[src/rtl/rf_wb_arbiter.sv]
// rtl/rf_wb_arbiter.sv - register file write-back controller with post-reset clear and round-robin arbitration
//
// Purpose:
//   After reset, clears every register of the file by writing zero to
//   addresses 0..NUM_REGS-1, one per cycle. Then it shares the single write
//   port between two write-back requesters, ALU (port 0) and load unit
//   (port 1), using round-robin arbitration with a valid/ready handshake.
//   The write is registered, so rf_rw/rf_rd/rf_din appear one cycle after
//   the accept edge. Writes to register 0 are accepted but not strobed.
//
// Ports:
//   clk, reset            clock; synchronous active-high reset
//   req0_valid/rd/data    ALU write request          req0_ready  accept
//   req1_valid/rd/data    load-unit write request    req1_ready  accept
//   rf_enable             register file enable (1 every cycle after reset)
//   rf_rw                 register file write strobe
//   rf_rd, rf_din         register file write address / data
//   init_busy             high while the clear sequence runs
//   last_grant            port granted most recently

module rf_wb_arbiter #(
   parameter int NUM_REGS = 32,
   parameter int ADDR_W   = 5,
   parameter int DATA_W   = 32
) (
   input  logic              clk,
   input  logic              reset,
   input  logic              req0_valid,
   input  logic [ADDR_W-1:0] req0_rd,
   input  logic [DATA_W-1:0] req0_data,
   output logic              req0_ready,
   input  logic              req1_valid,
   input  logic [ADDR_W-1:0] req1_rd,
   input  logic [DATA_W-1:0] req1_data,
   output logic              req1_ready,
   output logic              rf_enable,
   output logic              rf_rw,
   output logic [ADDR_W-1:0] rf_rd,
   output logic [DATA_W-1:0] rf_din,
   output logic              init_busy,
   output logic              last_grant
);

   typedef enum logic {
      ST_CLEAR = 1'b0,
      ST_RUN   = 1'b1
   } state_t;

   // One extra counter bit so the terminal count NUM_REGS is representable;
   // the cycle spent at that count is the idle cycle before RUN.
   localparam logic [ADDR_W:0] CLR_END = (ADDR_W+1)'(NUM_REGS);
   localparam logic [ADDR_W:0] CNT_ONE = (ADDR_W+1)'(1);

   state_t              state_q, state_d;
   logic [ADDR_W:0]     cnt_q, cnt_d;
   logic                en_q, en_d;
   logic                rw_q, rw_d;
   logic [ADDR_W-1:0]   rd_q, rd_d;
   logic [DATA_W-1:0]   din_q, din_d;
   logic                lg_q, lg_d;
   logic                ready0, ready1;

   always_ff @(posedge clk) begin
      if (reset) begin
         state_q <= ST_CLEAR;
         cnt_q   <= '0;
         en_q    <= 1'b0;
         rw_q    <= 1'b0;
         rd_q    <= '0;
         din_q   <= '0;
         lg_q    <= 1'b1;
      end else begin
         state_q <= state_d;
         cnt_q   <= cnt_d;
         en_q    <= en_d;
         rw_q    <= rw_d;
         rd_q    <= rd_d;
         din_q   <= din_d;
         lg_q    <= lg_d;
      end
   end

   always_comb begin
      state_d = state_q;
      cnt_d   = cnt_q;
      en_d    = 1'b1;
      rw_d    = 1'b0;
      rd_d    = rd_q;
      din_d   = din_q;
      lg_d    = lg_q;
      ready0  = 1'b0;
      ready1  = 1'b0;

      case (state_q)
         ST_CLEAR: begin
            if (cnt_q != CLR_END) begin
               rw_d  = 1'b1;
               rd_d  = cnt_q[ADDR_W-1:0];
               din_d = '0;
               cnt_d = cnt_q + CNT_ONE;
            end else begin
               state_d = ST_RUN;
            end
         end

         ST_RUN: begin
            // On a tie the port that did not win last time gets the grant.
            ready0 = req0_valid && (!req1_valid || lg_q);
            ready1 = req1_valid && (!req0_valid || !lg_q);

            if (ready0) begin
               lg_d  = 1'b0;
               rd_d  = req0_rd;
               din_d = req0_data;
               rw_d  = (req0_rd != '0);
            end else if (ready1) begin
               lg_d  = 1'b1;
               rd_d  = req1_rd;
               din_d = req1_data;
               rw_d  = (req1_rd != '0);
            end
         end

         default: state_d = ST_CLEAR;
      endcase
   end

   assign req0_ready = ready0 && !reset;
   assign req1_ready = ready1 && !reset;
   assign rf_enable  = en_q;
   assign rf_rw      = rw_q;
   assign rf_rd      = rd_q;
   assign rf_din     = din_q;
   assign init_busy  = (state_q == ST_CLEAR);
   assign last_grant = lg_q;

endmodule

[config.mk]
export PLATFORM = sky130hd
export DESIGN_NAME = rf_wb_arbiter
export DESIGN_NICKNAME = d
export VERILOG_FILES = /design/src/rtl/rf_wb_arbiter.sv
export SDC_FILE = /design/constraint.sdc
export NUM_CORES = 1
export LEC_CHECK = 0
export ABC_CLOCK_PERIOD_IN_PS = 1600
export BUFFER_PORTS_ARGS = -buffer_cell sky130_fd_sc_hd__buf_4
export CAP_MARGIN = 30
export CORE_ASPECT_RATIO = 1.1
export CORE_MARGIN = 2
export CORE_UTILIZATION = 35
export CTS_CLUSTER_SIZE = 16
export DETAILED_ROUTE_END_ITERATION = 8
export PLACE_DENSITY_LB_ADDON = 0.08
export SYNTH_ARGS = -nofsm -noshare
export SYNTH_HDL_FRONTEND = slang
export SYNTH_SLANG_ARGS = --single-unit
export TNS_END_PERCENT = 50
[constraint.sdc]
create_clock -name clk -period 1.6 [get_ports clk]
set_clock_uncertainty 0.15 [all_clocks]
set_input_delay 0.32 -clock clk [delete_from_list [all_inputs] [get_ports clk]]
set_output_delay 0.32 -clock clk [all_outputs]
set_load 0.01 [all_outputs]
Yosys cells after proc, flatten, opt, wreduce, memory -nomap -nowiden
Cells that the tools add are included.

Bits in writable memories: 0. Memories kept: 0. Bits in read-only memories: 0. Bits in latches: 0. Register bits after elaboration: 47. Output and inout port bits: 43. Bits of input ports: 78.

$lt $le $gt $ge: 0. Eq/ne operators: 3. $mul: 0. Bitwise operators: 1. Divide/modulo/power cells: 0. Reduce and logical (&&, ||, !) cells: 16. Muxes and demuxes: 19. Add/subtract/negate cells: 1. Shifts and indexed selects: 0.

Operators with widths (count): two-way mux 32 bit (3); one-hot mux 32 bit (2 select lines) (1); two-way mux 5 bit (3); two-way mux 1 bit (10); one-hot mux 5 bit (2 select lines) (1); nonzero test 5 bit (2); adder 6 x 1 -> 6 bit, second input constant (1); inequality test 6 bit, second input constant (1); AND reduction 2 bit (3); logical AND 1 bit (4); zero test 1 bit (4); inequality test 3 x 1 -> 1 bit, second input constant (1); logical OR 1 bit (2); inequality test 2 x 1 -> 1 bit, second input constant (1); one-hot mux 1 bit (2 select lines) (1); nonzero test 2 bit (1); NOT 1 bit (1).

Depth between registers and ports, before layout
Word-level depth: 6. Mapped depth: 7. Depth with buffers taken out: 6.

Least setup slack after synthesis
OpenSTA, ideal clock, no wires.

Path type: register to register. Start point: reg cnt_q[0]. End point: reg rd_q[1] (netlist: rf_rd[1]). Data required time: 1.381 ns. Clock period less this slack: 1.609 ns. Setup time: 0.069 ns. Path buffers: 0. Stages on the path, launching flop included: 7. Slack: -0.009 ns. Arrival: 1.390 ns. Cell sequence: dfxtp_1 -> inv_1 -> ha_1 -> or3b_1 -> nor2_1 -> or4_1 -> o21ai_1.

Longest elaborated chain between the ends: 3.

Ends and longest elaborated chain: from (decl) (RTL line 55) `logic [ADDR_W:0] cnt_q, cnt_d;`; from (signal assigned) (RTL line 74) `cnt_q <= cnt_d;`; inequality test 6 bit (RTL line 96) `if (cnt_q != CLR_END) begin`; inequality test 2 x 1 -> 1 bit (no line); AND reduction 2 bit (no line); to (signal assigned) (RTL line 77) `rd_q <= rd_d;`; to (decl) (RTL line 58) `logic [ADDR_W-1:0] rd_q, rd_d;`.

No other way between the ends. A chain may end at the register's enable or synchronous reset.

Worst setup path after layout
Start point: reg lg_q (netlist: last_grant). End point: out req0_ready.

Longest elaborated chain between the ends: 4.

Ends and longest elaborated chain: from (decl) (RTL line 60) `logic lg_q, lg_d;`; from (signal assigned) (RTL line 79) `lg_q <= lg_d;`; logical OR 1 bit (RTL line 108) `ready0 = req0_valid && (!req1_valid || lg_q);`; logical AND 1 bit (RTL line 108); two-way mux 1 bit (RTL line 94) `case (state_q)`; logical AND 1 bit (RTL line 128) `assign req0_ready = ready0 && !reset;`; to (decl) (RTL line 31) `output logic req0_ready,`.

No other way between the ends.

==> results.tsv <==
stage	metric	value	unit
status	outcome	finished, violations left	
status	failed_checks	setup timing	
worst_setup_path	path_max_fanout	2	
synth	yosys_warnings	0	
routing	firstDrtPassIters	4	
synth	netlist_area	0.002188	sq mm
place	dp_hpwl	4.645	mm
sta	worstMarginPinSlew	0.3583	ns
final_layout	n_antenna_cell	0	
routing	drtIter0Drc	49	
die	die_w	79.39	um
global_route	grt_antenna_before_repair	0	
final_layout	fin_nets	462	
synth	ys_ff_latch	47	
cts	cts.path.max_buffers	2	
worst_setup_path	cpMaxStageDelayCell	dfxtp_2	
place	portBuffers	120	
cts	htreeDepth	2	
sta	finalSetupTns	-0.1848	ns
cts	cts_tree	done	
synth	synth.area.mux_share	0.1464	
final_layout	syn_to_final_growth	66.84	%
power	peakVddDrop	456.6	uV
cts	cts.sinks	47	
die	ios	121	
final_layout	drive_gt1_frac	0.4961	
synth	yosys.area_share.simple	0.1744	
final_layout	final_cells	463	
cts	clk_latency	0.30	ns
sta	min_period	1.701	ns
cts	cts_buffers	5	
worst_setup_path	crit_type	flip-flop to output port	
place	post-place-cells	449	
cts	cts_root_buffer	clkbuf_8	
synth	synth_top_family_by_area	simple AND/OR/NAND/NOR gates	
worst_setup_path	crit_chain	and2b_4 -> nand2b_4 -> nor3_4 -> buf_6	
worst_setup_path	critPathLaunchType	flip-flop	
sta	rsz0062_at_grt	yes	
sta	fmax	0.5881	GHz
power	p_leak	1.685	nW
synth	synth_fa_ha_area_frac	0.01144	
routing	routed_via_density	4.812	
synth	ys_types	38	
sta	finalHoldViolCount	0	
routing	vias	2228	
synth	synth_compound_area_frac	0.1624	
min_path	hp-class	input port to flip-flop	
sta	fin_hold_ws	0.1215	ns
routing	ant_nets	0	
sta	setup_ws	-0.1005	ns
die	rows	30	
synth	avgSynthCellArea	9.043	sq um
global_route	grt_usage	0.1746	
global_route	grt_max_degree	33	
routing	detail_route.wl_per_cell	13.93	um
flow_run	max-cap-violations	0	
global_route	grt_pass1_vias	2095	
synth	synth_xor_area_frac	0.01601	
power	p_per_area	679.2	mW/mm^2
routing	totalWireLength	6.449	mm
worst_setup_path	cp_top_family	simple AND/OR/NAND/NOR gates	
worst_setup_path	max_stage_delay	0.33	ns
sta	setup_viol	6	
worst_setup_path	crit_buf_inv	1	
die	die_area	0.006901	sq mm
sta	drv_slew	0	
cts	hold_buffers	0	
place	placed_area	0.003291	sq mm
global_route	grt_first_pass_wirelength	9.466	mm
die	start_util	0.3577	
die	core	0.006118	sq mm
final_layout	final_common_cell	buf_4	
place	finalWeightedCongestion	0.8007	
global_route	gr-total-overflow	0	
worst_setup_path	critical_path.endpoint_type	output port	
die	dieHeight	86.93	um
worst_setup_path	critPathArrivalTime	1.23	ns
cts	cts.clk_slew.worst_paths	0.09	ns
synth	synthCells	242	
sta	slew_headroom	0.7577	
final_layout	design_area	0.003651	sq mm
routing	drc	0	
sta	min_period_over_period	1.063	
final_layout	layout.cells.most_common_list	137 x buf_4, 43 x dfxtp_1, 42 x nand2_1	
synth	seq_area_frac_synth	0.4300	
synth	syn_nets	322	
worst_setup_path	cp.required	1.13	ns
-- path summary, 6_finish.rpt --
path,cells after the start,end,from,slack (ns)
max,4,req0_ready,last_grant,-0.10
min,2,cnt_q[1],reset,0.12
min reg2reg,2,rf_din[3],rf_din[3],0.30
max reg2reg,6,rf_din[22],last_grant,-0.02
-- metal layers --
metal / share of wire / track usage / up-vias
met5: 0 / 0 / -
met4: 0.015 / 0.04702 / 0
met3: 0.058 / 0.04461 / 8
met2: 0.51 / 0.3251 / 64
met1: 0.41 / 0.1965 / 1028
li1: - / - / 1128
-- repair_timing --
action                     CTS  global route
resized for setup           12            22
cloned                       0             4
setup endpoints to repair   28            38
setup buffers                1             1
pin swaps                    3             8
-- through the flow --
stage / power, mW / setup slack, ns / utilization
6_report: 2.480 / -0.1005 / 0.5967
5_1_grt: 2.606 / -0.1656 / 0.5967
4_1_cts: 2.473 / -0.1248 / 0.5652
3_5_place_dp: 1.548 / -0.06557 / 0.5378
3_3_place_gp: 1.541 / -0.06035 / 0.5378
2_1_floorplan: 1.355 / 0.03017 / -
-- cells by family after synthesis --
family                   after synthesis
AND/OR/NAND/NOR                       78
AO/OA/AOI/OAI                         60
adder cells (fa/ha/maj)                2
multiplexers                          32
XOR/XNOR                               4
flip-flops                            47
buffers and inverters                 19
-- worst reg2reg max path: stages, from the launching register on --
cell and delay [ns]:
dfxtp_2 0.33, and2b_4 0.24, nand2b_4 0.13, buf_4 0.18
buf_12 0.18, mux2i_1 0.24, o21ai_1 0.08
-- area by class of cell --
cell class	instances	area [sq um]
Clock buffer	6	82.58
Clock inverter	2	38.79
Fill cell	556	2467
Inverter	5	18.77
Multi-Input combinational cell	176	1231
Sequential cell	47	948.4
Tap cell	80	100.1
Timing Repair Buffer	147	1231
-- flip-flops by register name, summed over array words and instances (netlist names) --
register    flops
cnt_q           6
last_grant      1
rf_din         32
rf_enable       1
rf_rd           5
rf_rw           1
state_q         1
-- where the power goes --
group	switching, mW	internal, mW
sequential	0.0101	1.18
combinational	0.143	0.237
clock	0.395	0.514
total	0.548	1.93
-- synth_stat cells, drive strengths merged --
library cell | number | area (sq um)
xnor2 | 3 | 26.28
a31oi | 1 | 6.260
nor3b | 2 | 20.02
or4 | 3 | 22.52
and4b | 1 | 10.01
nor2b | 1 | 6.260
clkbuf | 5 | 18.77
nand3 | 4 | 20.02
o21ai | 42 | 210.2
nor3 | 2 | 15.01
a21oi | 8 | 40.04
a22o | 1 | 10.01
buf | 9 | 92.58
dfxtp | 47 | 940.9
o21bai | 1 | 7.510
nand4 | 1 | 6.260
o21a | 1 | 7.510
xor2 | 1 | 8.760
nand2 | 42 | 157.7
and3 | 3 | 18.77
nand2b | 1 | 13.76
nor2 | 13 | 48.80
o211ai | 2 | 15.01
and2b | 1 | 10.01
mux2i | 32 | 320.3
a221o | 1 | 10.01
or3b | 2 | 17.52
ha | 2 | 25.02
o41ai | 3 | 48.80
inv | 5 | 18.77
or3 | 1 | 6.260
nor4b | 1 | 8.760
Power figures use the tool's default switching activity.
